--- src/rtl/qarctan_pkg.sv ---
// qarctan_pkg: shared constants and FSM state type for the two-input
// fixed-point arctangent block.
//   QUAD1        - angle of the first quadrant boundary (pi/4 scaled by 2^10)
//   QUAD3        - 3 * QUAD1
//   DEFAULT_BITS - default number of fraction bits
//   qarctan_state_e - controller states
package qarctan_pkg;

  localparam int QUAD1        = 804;
  localparam int QUAD3        = 2412;
  localparam int DEFAULT_BITS = 10;

  typedef enum logic [1:0] {
    ST_IDLE  = 2'd0,
    ST_SETUP = 2'd1,
    ST_DIV   = 2'd2,
    ST_WRITE = 2'd3
  } qarctan_state_e;

endpackage

--- src/rtl/qarctan_div.sv ---
// qarctan_div: iterative signed restoring divider, one quotient bit per cycle.
// The quotient truncates toward zero; a zero divisor yields 0.
// Ports:
//   clock, reset     - rising-edge clock, synchronous active-high reset
//   start            - one-cycle pulse that loads dividend/divisor
//   dividend/divisor - signed operands, sampled on start
//   done             - one-cycle pulse, quotient valid while high and after
//   quotient         - signed result
module qarctan_div #(
  parameter int DATA_WIDTH = 32
) (
  input  logic                         clock,
  input  logic                         reset,
  input  logic                         start,
  input  logic signed [DATA_WIDTH-1:0] dividend,
  input  logic signed [DATA_WIDTH-1:0] divisor,
  output logic                         done,
  output logic signed [DATA_WIDTH-1:0] quotient
);

  localparam int CNT_W = $clog2(DATA_WIDTH + 1);

  logic [DATA_WIDTH-1:0] rem_q, quo_q, den_q;
  logic                  neg_q, zero_q, busy_q;
  logic [CNT_W-1:0]      cnt_q;

  logic [DATA_WIDTH-1:0] abs_n, abs_d, rem_next, quo_next;
  logic [DATA_WIDTH:0]   rem_shift, rem_sub;

  // Reapplies the operand sign to the magnitude quotient.
  function automatic logic signed [DATA_WIDTH-1:0] apply_sign(
    input logic [DATA_WIDTH-1:0] mag, input logic neg, input logic zero);
    if (zero)
      return '0;
    if (neg)
      return -$signed(mag);
    return $signed(mag);
  endfunction

  always_comb begin
    abs_n     = dividend[DATA_WIDTH-1] ? -dividend : dividend;
    abs_d     = divisor[DATA_WIDTH-1]  ? -divisor  : divisor;
    // The dividend sits in quo_q and shifts out MSB-first into the remainder.
    rem_shift = {rem_q, quo_q[DATA_WIDTH-1]};
    rem_sub   = rem_shift - {1'b0, den_q};
    if (!rem_sub[DATA_WIDTH]) begin
      rem_next = rem_sub[DATA_WIDTH-1:0];
      quo_next = {quo_q[DATA_WIDTH-2:0], 1'b1};
    end else begin
      rem_next = rem_shift[DATA_WIDTH-1:0];
      quo_next = {quo_q[DATA_WIDTH-2:0], 1'b0};
    end
  end

  always_ff @(posedge clock) begin
    if (reset) begin
      rem_q    <= '0;
      quo_q    <= '0;
      den_q    <= '0;
      neg_q    <= 1'b0;
      zero_q   <= 1'b0;
      busy_q   <= 1'b0;
      cnt_q    <= '0;
      done     <= 1'b0;
      quotient <= '0;
    end else begin
      done <= 1'b0;
      if (start) begin
        rem_q  <= '0;
        quo_q  <= abs_n;
        den_q  <= abs_d;
        neg_q  <= dividend[DATA_WIDTH-1] ^ divisor[DATA_WIDTH-1];
        zero_q <= (divisor == '0);
        busy_q <= 1'b1;
        cnt_q  <= '0;
      end else if (busy_q) begin
        rem_q <= rem_next;
        quo_q <= quo_next;
        cnt_q <= cnt_q + CNT_W'(1);
        if (cnt_q == CNT_W'(DATA_WIDTH - 1)) begin
          busy_q   <= 1'b0;
          done     <= 1'b1;
          quotient <= apply_sign(quo_next, neg_q, zero_q);
        end
      end
    end
  end

endmodule

--- src/rtl/qarctan_two_inputs.sv ---
// qarctan_two_inputs: pops (y, x) pairs from two first-word-fall-through
// FIFOs, computes the fixed-point quadrant arctangent of y/x and pushes the
// angle to an output FIFO. One pair in flight at a time, results in order.
// Ports:
//   clock, reset              - rising-edge clock, synchronous active-high reset
//   inA_rd_en/empty/dout      - y operand FIFO (pop strobe, empty flag, data)
//   inB_rd_en/empty/dout      - x operand FIFO
//   out_wr_en/full/din        - result FIFO (push strobe, full flag, data)
// Optional build macro: QARCTAN_ASSERT_EN adds simulation-only handshake
// assertions; behaviour is otherwise identical.
module qarctan_two_inputs
  import qarctan_pkg::*;
#(
  parameter int DATA_WIDTH = 32,
  parameter int BITS       = DEFAULT_BITS
) (
  input  logic                  clock,
  input  logic                  reset,
  output logic                  inA_rd_en,
  input  logic                  inA_empty,
  input  logic [DATA_WIDTH-1:0] inA_dout,
  output logic                  inB_rd_en,
  input  logic                  inB_empty,
  input  logic [DATA_WIDTH-1:0] inB_dout,
  output logic                  out_wr_en,
  input  logic                  out_full,
  output logic [DATA_WIDTH-1:0] out_din
);

  localparam logic signed [DATA_WIDTH-1:0] QUAD1_W  = DATA_WIDTH'(QUAD1);
  localparam logic signed [DATA_WIDTH-1:0] QUAD3_W  = DATA_WIDTH'(QUAD3);
  localparam logic signed [DATA_WIDTH-1:0] ONE_W    = DATA_WIDTH'(1);
  localparam logic signed [DATA_WIDTH-1:0] QUANT_M1 = DATA_WIDTH'((1 << BITS) - 1);

  qarctan_state_e state_q;

  logic signed [DATA_WIDTH-1:0] y_q, x_q;
  logic signed [DATA_WIDTH-1:0] abs_y, num, den, base, angle, result, div_q;
  logic                         div_start, div_done, pop;

  // Signed divide by 2^BITS, truncating toward zero.
  function automatic logic signed [DATA_WIDTH-1:0] div_quant(
    input logic signed [DATA_WIDTH-1:0] v);
    if (v < 0)
      return (v + QUANT_M1) >>> BITS;
    return v >>> BITS;
  endfunction

  // Both FIFOs are popped together or not at all; reset blocks all strobes.
  assign pop       = !reset && (state_q == ST_IDLE) && !inA_empty && !inB_empty;
  assign inA_rd_en = pop;
  assign inB_rd_en = pop;
  assign out_wr_en = !reset && (state_q == ST_WRITE) && !out_full;
  assign div_start = (state_q == ST_SETUP);

  always_comb begin
    abs_y = (y_q[DATA_WIDTH-1] ? -y_q : y_q) + ONE_W;
    if (!x_q[DATA_WIDTH-1]) begin
      num  = (x_q - abs_y) <<< BITS;
      den  = x_q + abs_y;
      base = QUAD1_W;
    end else begin
      num  = (x_q + abs_y) <<< BITS;
      den  = abs_y - x_q;
      base = QUAD3_W;
    end
    angle  = base - div_quant(QUAD1_W * div_q);
    result = y_q[DATA_WIDTH-1] ? -angle : angle;
  end

  qarctan_div #(
    .DATA_WIDTH(DATA_WIDTH)
  ) u_div (
    .clock   (clock),
    .reset   (reset),
    .start   (div_start),
    .dividend(num),
    .divisor (den),
    .done    (div_done),
    .quotient(div_q)
  );

  always_ff @(posedge clock) begin
    if (reset) begin
      state_q <= ST_IDLE;
      y_q     <= '0;
      x_q     <= '0;
      out_din <= '0;
    end else begin
      unique case (state_q)
        // Operand capture: FIFO heads are visible before the pop.
        ST_IDLE: begin
          if (pop) begin
            y_q     <= inA_dout;
            x_q     <= inB_dout;
            state_q <= ST_SETUP;
          end
        end
        // Numerator/denominator are formed combinationally; divider starts.
        ST_SETUP: state_q <= ST_DIV;
        // Quotient ready: finish the angle and hold it for the write.
        ST_DIV: begin
          if (div_done) begin
            out_din <= result;
            state_q <= ST_WRITE;
          end
        end
        // Output push, stalled while the result FIFO is full.
        ST_WRITE: begin
          if (!out_full)
            state_q <= ST_IDLE;
        end
        default: state_q <= ST_IDLE;
      endcase
    end
  end

`ifdef QARCTAN_ASSERT_EN
  logic pending_q;

  always_ff @(posedge clock) begin
    if (reset)
      pending_q <= 1'b0;
    else if (pop)
      pending_q <= 1'b1;
    else if (out_wr_en)
      pending_q <= 1'b0;
  end

  always_ff @(posedge clock) begin
    if (!reset) begin
      assert (inA_rd_en == inB_rd_en)
        else $error("qarctan: unpaired FIFO pop");
      assert (!(inA_rd_en && inA_empty))
        else $error("qarctan: A popped while empty");
      assert (!(inB_rd_en && inB_empty))
        else $error("qarctan: B popped while empty");
      assert (!(out_wr_en && out_full))
        else $error("qarctan: write while output full");
      assert (!out_wr_en || pending_q)
        else $error("qarctan: write without a preceding pop");
    end
  end
`endif

endmodule

--- config.mk ---
export PLATFORM = sky130hd
export DESIGN_NAME = qarctan_two_inputs
export DESIGN_NICKNAME = d
export VERILOG_FILES = /design/src/rtl/qarctan_pkg.sv /design/src/rtl/qarctan_div.sv /design/src/rtl/qarctan_two_inputs.sv
export SDC_FILE = /design/constraint.sdc
export NUM_CORES = 1
export LEC_CHECK = 0
export CAP_MARGIN = 0
export CORE_UTILIZATION = 45
export DETAILED_ROUTE_END_ITERATION = 8
export PLACE_DENSITY = 0.72
export SKIP_CTS_REPAIR_TIMING = 1
export SKIP_LAST_GASP = 1
export SLEW_MARGIN = 20
export SYNTH_ARGS = -nofsm -noshare
export SYNTH_HDL_FRONTEND = slang
export SYNTH_SLANG_ARGS = --single-unit
--- constraint.sdc ---
create_clock -name clock -period 16.84 [get_ports clock]
set_input_delay 3.368 -clock clock [delete_from_list [all_inputs] [get_ports clock]]
set_output_delay 3.368 -clock clock [all_outputs]
set_load 0.05 [all_outputs]
==> summary by stage, run 1 <==
Clocking
The number of H-tree levels is 1. The root buffer cell chosen for the clock tree is sky130_fd_sc_hd__clkbuf_16. The clock passes through at most 3 buffers. The clock tree from TritonCTS is built. The clock reaches the later pin of the worst-skew pair after 0.59 ns. The number of CTS-inserted buffers is 28.

The clock sink count is 234. The clock-pin transition on the worst setup and hold timing paths is 0.06 ns.

Global route
The initial antenna violation count is 0. The total track usage is between 20% and 30%. The via count of the first global-routing pass is just over 20000.

Entering global routing, the biggest net connects 132 pins. For this run the aggregate overflow at the end of global routing stands at 0. The first-pass GRT wire length is around 100000 um.

Critical path
The register-to-register setup slack is 7.76 ns. The largest stage delay on the critical path is 0.80 ns. The worst setup path is of the register to register kind. On the critical path the largest part of the delay comes from compound AO/OA/AOI/OAI gates. STA classifies the critical path startpoint as a register. The cell depth of the worst flop-to-flop path is 27. The worst path buffer plus inverter count is 4.

In this run the worst path has a maximum fanout of 18. At the worst endpoint, the required time is 17.30 ns. The master of the slowest instance on the critical path is sky130_fd_sc_hd__nor3_1.

The worst setup path is captured at a register. At the worst endpoint, the arrival time is 9.54 ns. The startpoint identified for the worst register-to-register timing path is u_div.quotient[1]$_SDFFE_PP0P_. The endpoint identified for the worst register-to-register timing path is out_din[24]$_SDFFE_PP0P_.

Routing
The number of nets with antenna violations after routing is 0. Summing over every cut layer, the via total after detailed routing is 21730. After detailed routing, the number of vias per cell comes to 5.859. For this run, design rule violations remaining after detail routing come to 0. After the first detailed-routing iteration, the DRC count stood at 1655. The average wire length per cell after detail routing is 16.30 um. After detailed routing, the total wire length is between 60000 and 70000 um. For this run, the detailed router's first-pass iteration total came to 5.

Pwr
The leakage power is 10.33 nW. The worst-case IR drop observed on VDD is about 220 uV. The total power after layout is 0.003837 W.

The power density over the cells is roughly 150 nW/um2.

Yosys
In the synthesized netlist the dominant register cell turns out to be sky130_fd_sc_hd__dfxtp_1. The synthesized area per cell is 7.779 um2. The compound-cell area share of the yosys netlist is between 20 and 30%. The largest family of logic cells by synthesized area is compound AO/OA/AOI/OAI gates. The synthesized netlist net count is approximately 3300.

The share of the Yosys chip area taken by registers is 19.93%. The synthesized netlist devotes 15.26% of its cell area to adder and majority cells. In the synthesized netlist, the number of instances is 3022. The synthesized design contains about 230 register bits. The synthesized-area fraction occupied by and/or/nand/nor cells is 20.83%. The post-synthesis instance area is between 20000 and 25000 um2.

The share of synthesized registers carrying an async set or reset is 0%. Measured against the total synthesized area, the mux share comes to around 2.3%. The number of flops mapped to enable cells by yosys is 0.

The number of different library cells in the post-synthesis netlist is 106. The parity-gate share of the synthesized area counting xor and xnor cells is 10.01%. Yosys printed 0 warnings.

Placement
Once placement finished, the instance area stood at 24880 um2. The final weighted congestion of routability-driven global placement is 0.8936. The half-perimeter wire length after detailed placement is 45790 um. The number of buffers added on ports is roughly 100.

STA
The max-slew violation total from the final report came to 0. The number of hold violations in the final report is 0. The post-route minimum period is 9.083 ns. The worst-case headroom to the max-slew limit is 31.79%. Across all hold checks on the routed design, the worst slack comes to 0.4560 ns.

Clock skew on the completed layout was measured at 0.02804 ns. Setup repair after global routing left no endpoint under its margin. For this run, the top clock speed supported by timing is 110.1 MHz. The transition time at the pin with the least slew margin is 1.014 ns.

Setup violations remaining at the end of the flow were counted as 0. In the final timing run, aggregate negative setup slack is 0 ns. The fraction of the cycle the final worst path needs is 53.94%.

Run
The reported max-cap violation count is 0.

Floorplanning
The full die area is 53160 um2. For this configuration, the core starts out at a cell density of 45.64%. Measured along the y axis, the die boundary spans ~230 um. The placeable core area is ~52000 um2. The number of top-level pins is 104. The die outline width is 230.6 um. In this run the core area contains slightly above 80 standard-cell rows.

Finish
The leading cell type in the layout, fill and taps excluded is sky130_fd_sc_hd__nor2_1. The final layout contains 3335 nets. The count of antenna diodes in the layout is 0. The library cells used most frequently in the layout, excluding fill and tap cells, are sky130_fd_sc_hd__nor2_1 (237), sky130_fd_sc_hd__nand2_1 (236), sky130_fd_sc_hd__dfxtp_1 (231), sky130_fd_sc_hd__ha_1 (209), sky130_fd_sc_hd__inv_1 (192).

The share of cells above drive strength 1 is 4.754%. After routing the design area is 25900 um2. Compared with the post-synthesis result, the final layout area differs by 10.18%.

Worst hold path
The worst hold path stage count is 2. The critical hold path startpoint is out_din[10]$_SDFFE_PP0P_. The worst-case hold path end point is out_din[10]$_SDFFE_PP0P_. The worst hold path belongs to the class register to register.

Status
The flow ran to the end, and the final reports show no timing, DRC or antenna violations.
## cells in the mapped netlist (48+ instances only)
library cell / n / area share [%]
sky130_fd_sc_hd__inv_1: 192 / 3.1
sky130_fd_sc_hd__dfxtp_1: 234 / 20
sky130_fd_sc_hd__nand2b_1: 65 / 1.7
sky130_fd_sc_hd__nand3_1: 51 / 1.1
sky130_fd_sc_hd__nand2_1: 236 / 3.8
sky130_fd_sc_hd__a21oi_1: 181 / 3.9
sky130_fd_sc_hd__o31ai_1: 81 / 2.6
sky130_fd_sc_hd__nor2_1: 238 / 3.8
sky130_fd_sc_hd__a211oi_1: 68 / 2.2
sky130_fd_sc_hd__ha_1: 210 / 11
sky130_fd_sc_hd__xnor2_1: 159 / 5.9
sky130_fd_sc_hd__nor3_1: 77 / 1.6
sky130_fd_sc_hd__clkbuf_1: 122 / 1.9
sky130_fd_sc_hd__o21ai_0: 151 / 3.2
sky130_fd_sc_hd__a21o_1: 54 / 1.7
sky130_fd_sc_hd__xor2_1: 106 / 3.9
sky130_fd_sc_hd__fa_1: 48 / 4.1
## where the power goes
group / total, W / leakage (nW) / internal [W] / switching (W)
logic: 0.00241 / 7.93 / 0.000967 / 0.00145
clock network: 0.000658 / 0.496 / 0.000405 / 0.000253
registers: 0.000765 / 1.90 / 0.000648 / 0.000116
## state kept, by name, indices dropped and copies added, names as in the netlist, 2 cells and up
register and count:
out_din 32, state_q 2, u_div.cnt_q 6, u_div.rem_q 32, u_div.quotient 30, u_div.den_q 32, u_div.quo_q 32, x_q 32
y_q 32
## cell type report
| type | count | area [um2] |
|---|---|---|
| Fill cell | 5096 | 25610 |
| Multi-Input combinational cell | 2428 | 17450 |
| Sequential cell | 234 | 4691 |
| Timing Repair Buffer | 121 | 1176 |
| Tap cell | 680 | 850.8 |
| Clock buffer | 39 | 833.3 |
| Inverter | 195 | 732.0 |
| Clock inverter | 12 | 170.2 |
## kinds of logic after synthesis
group,Yosys count
simple gates,964
fa+ha+maj,258
buf+inv,360
mux,54
xor+xnor,267
compound gates,885
flops,234
## stage by stage
stage | setup WS (ns) | std cells | util [%]
2_1_floorplan | 8.160 | 3022 | -
3_3_place_gp | 7.887 | 3658 | 48.31
3_5_place_dp | 7.893 | 3658 | 48.31
4_1_cts | 7.835 | 3709 | 50.26
5_1_grt | 7.124 | 3709 | 50.28
6_report | 7.757 | 3709 | 50.28
## metal layers
metal	wire, um	track usage, %	share of wire (%)
met5	0	0	0
met2	27010	36.40	45
met4	2030	7.616	3.4
met3	2753	2.470	4.6
met1	28660	30.27	47
## worst min-delay path, delay by kind of cell (launching register included)
family / cells / cell delay (ns)
and+or+nand+nor: 1 / 0.05
DFF: 1 / 0.31
AOI/OAI and AO/OA: 1 / 0.05
## how the worst max path moves through the flow
stage               slack [ns]                           start  cells after the start                        to
floorplan                 8.16                           reset                      5                 out_wr_en
global placement          7.89                       inA_empty                      4                 inA_rd_en
detailed placement        7.89  u_div.quotient[2]$_SDFFE_PP0P_                     27  out_din[22]$_SDFFE_PP0P_
CTS                       7.83  u_div.quotient[2]$_SDFFE_PP0P_                     27  out_din[24]$_SDFFE_PP0P_
global route              7.12  u_div.quotient[2]$_SDFFE_PP0P_                     27  out_din[24]$_SDFFE_PP0P_
finish                    7.76  u_div.quotient[1]$_SDFFE_PP0P_                     27  out_din[24]$_SDFFE_PP0P_
Note: power is estimated with default switching activity, not from simulation.
==> run 2, diff against run 1 <==
- PLACE_DENSITY: 0.72 -> 0.75
- clock period: 16.84 -> 7.7 ns (I/O delays scaled with it)
==> run 2 against run 1 <==
Wire length increased by 2.0%. Final area increased by 2.1%. Register-to-register slack got worse by 7.4 ns. Setup slack got worse by 7.4 ns. Global-route usage increased by 0.36 points. Critical path depth decreased by 1. Die area unchanged. Sequential share of layout area decreased by 0.35 points. Power increased by 120%. Combinational power increased by 120%. Critical endpoint is now out_din[22]$_SDFFE_PP0P_.
==> summary by stage, run 2 (same netlist as run 1, synthesis figures left out) <==
Routing
The initial DRC count came to 1460 (-12%). The count of vias placed by the detailed router is 22030 (+1.4%). The number of nets with antenna violations after routing is 0 (unchanged).

The via-per-instance ratio was 5.837 (-0.37%). The first-pass iteration count of the detailed router came to 5 (unchanged). The average wire length per cell after detail routing is 16.34 um (+0.28%). The count of unresolved DRC violations after routing is 0 (unchanged). The wire length after detailed routing is 61690 um (+2.0%).

Pwr
The leakage power was 10.66 nW (+3.1%). The power density over the cells is 313.8 nW/um2 (+110%). The largest voltage drop on the vdd net is 483.6 uV (+120%). The total power after layout is 0.008295 W (+120%).

Clocking
The clock-pin transition on the worst setup and hold timing paths is 0.06 ns (about the same). The maximum buffer depth of the clock tree was 3 (unchanged). The number of H-tree levels is 1 (unchanged). Clock tree synthesis selected as its root buffer the cell sky130_fd_sc_hd__clkbuf_16. The clock sink count was 234 (unchanged).

The clock latency on the worst-skew pair is 0.57 ns (-0.02 ns). The number of CTS-inserted buffers was 28 (unchanged). The clock tree from TritonCTS is built.

Critical path
The register-to-register setup slack is 0.37 ns (-7.38 ns). By instance count, the cell type seen most on the critical path is sky130_fd_sc_hd__inv_1. The critical path is of the register to register type. STA classifies the critical path startpoint as a register. The reg-to-reg critical path endpoint is out_din[22]$_SDFFE_PP0P_. The arrival time at the worst endpoint is 7.78 ns (-1.76 ns). The required time of the critical path is 8.16 ns (-9.14 ns). The worst setup path is captured at a register. The cell depth of the worst flop-to-flop path is 26 (-3.7%). The startpoint of the worst-slack reg-to-reg timing path is u_div.quotient[1]$_SDFFE_PP0P_. The largest stage delay on the critical path is 0.50 ns (-0.30 ns). The maximum fanout encountered on the critical timing path was 11 (-7).

The slowest stage of the critical path belongs to the cell sky130_fd_sc_hd__fa_1.

STA
The worst-case headroom to the max-slew limit is 21.31% (-10 points). The number of hold violations in the final report was 0 (unchanged). The post-route minimum period was 7.326 ns (-1.757 ns). The peak clock frequency supported by timing is 136.5 MHz (+24%). The max-slew violation total from the final report is 0 (unchanged). The fraction of the cycle the final worst path needs is 95.15% (+41 points).

The total setup violations reported at the end of the flow is 0 (unchanged). The transition time at the pin with the least slew margin is 1.176 ns (+0.1622 ns). The final sum of negative setup slack is 0 ns (unchanged). The final hold slack is 0.4520 ns (-0.004006 ns). The final clock skew is 0.01313 ns (-0.01491 ns).

Finish
The final cell area excluding filler cells is 26430 um2 (+2.1%). In the layout the commonest cells are sky130_fd_sc_hd__nand2_1 (236), sky130_fd_sc_hd__nor2_1 (236), sky130_fd_sc_hd__dfxtp_1 (228), sky130_fd_sc_hd__ha_1 (207), sky130_fd_sc_hd__inv_1 (192). The count of antenna diodes in the layout is 0 (unchanged). The post-route non-filler standard cell count is 3774 (+1.8%). The share of cells above drive strength 1 was 7.434% (+2.7 points). The final-stage net count is 3402 (+2.0%).

The area overhead of the layout relative to synthesis is 12.44%. The number of filler cells placed in the layout is 5005 (-1.8%).

Floorplanning
The number of placement rows was 83 (unchanged). The placeable core area came to 51510 um2 (unchanged). The initial cell density of the core is 45.64% (unchanged). The full die area is 53160 um2 (unchanged). The number of top-level pins is 104 (unchanged). The chip height was 230.6 um (unchanged). The die outline width is 230.6 um (unchanged).

Placement
The cell area after placement is 25370 um2 (+2.0%). The final weighted congestion of routability-driven global placement is 0.9295 (+4.0%). The half-perimeter wire length after detailed placement is 46910 um (+2.4%). The number of buffers added on ports is 103 (unchanged).

The cell count after placement came to 3720 (+1.7%).

Worst hold path
The min-delay analysis places its worst path in the category register to register. The critical hold path startpoint is out_din[8]$_SDFFE_PP0P_. The worst-case hold path end point is out_din[8]$_SDFFE_PP0P_.

The worst hold path stage count is 2 (unchanged).

Global route
The first-pass GRT wire length is 102000 um (+1.8%). The global-route met3 utilization is 2.125% (-0.35 points). The overall overflow remaining after global route is 0 (unchanged).

The initial antenna violation count came to 1 (+1). The fraction of met1 tracks used by global routing is 30.54% (+0.27 points). The met2 demand-to-capacity share in global routing was 38.05% (+1.6 points). The highest-utilization routing layer at the global route stage is met2. The via count of the first global-routing pass is 20590 (+2.3%). The maximum number of pins on one net before global-route repair came to 125 (-5.3%). The total track usage came to 22.62% (+0.36 points).

Run
The reported max-cap violation count is 0 (unchanged).

Status
The flow ran to the end, and the final reports show no timing, DRC or antenna violations.
==> run 2: area by class of cell <==
type / count / area, um2 / area share, %
multi-input cells: 2428 / 17600 / 66.59
repair buffers: 188 / 1679 / 6.352
clock buffers: 40 / 817.0 / 3.091
inverters: 195 / 732.0 / 2.769
flip-flops and latches: 234 / 4695 / 17.76
clock inverters: 9 / 58.81 / 0.2225
well taps: 680 / 850.8 / 3.219
==> run 2: routing by layer <==
metal / up-vias / part of all wire (%)
li1: 11070 / -
met1: 10340 / 47
met2: 528 / 46
met3: 94 / 4.4
met4: 2 / 2.7
met5: - / 0.016
==> run 2: worst max-delay path by stage <==
| stage | startpoint | endpoint | slack, ns | depth (start not counted) |
|---|---|---|---|---|
| CTS | u_div.quotient[1]$_SDFFE_PP0P_ | out_din[26]$_SDFFE_PP0P_ | 0.09 | 27 |
| global placement | u_div.quotient[1]$_SDFFE_PP0P_ | out_din[28]$_SDFFE_PP0P_ | 0.24 | 27 |
| floorplan | u_div.quotient[1]$_SDFFE_PP0P_ | out_din[19]$_SDFFE_PP0P_ | 0.1 | 28 |
| detailed placement | u_div.quotient[1]$_SDFFE_PP0P_ | out_din[26]$_SDFFE_PP0P_ | 0.14 | 27 |
| finish | u_div.quotient[1]$_SDFFE_PP0P_ | out_din[22]$_SDFFE_PP0P_ | 0.37 | 26 |
| global route | u_div.quotient[1]$_SDFFE_PP0P_ | out_din[30]$_SDFFE_PP0P_ | -0.02 | 27 |
==> run 2: stage by stage <==
step,setup WS (ns),util [%]
2_1_floorplan,0.09747,-
3_3_place_gp,0.2410,49.25
3_5_place_dp,0.1425,49.25
4_1_cts,0.09474,50.95
5_1_grt,-0.02471,51.32
6_report,0.3736,51.32
==> run 2: critical path, delay by kind of cell, from the launching register on <==
family	cells	cell delay (ns)
and+or+nand+nor	4	1.20
buffers and inverters	5	0.53
xor gates and xnor gates	2	0.38
adders and majority gates	6	2.30
DFF	1	0.33
AOI/OAI and AO/OA	9	2.48
==> run 2: report_power, final <==
group | switching [W] | total (W) | internal, W
Clock | 0.000549 | 0.00128 | 0.000734
Combinational | 0.00321 | 0.00536 | 0.00215
Sequential | 0.000231 | 0.00165 | 0.00142
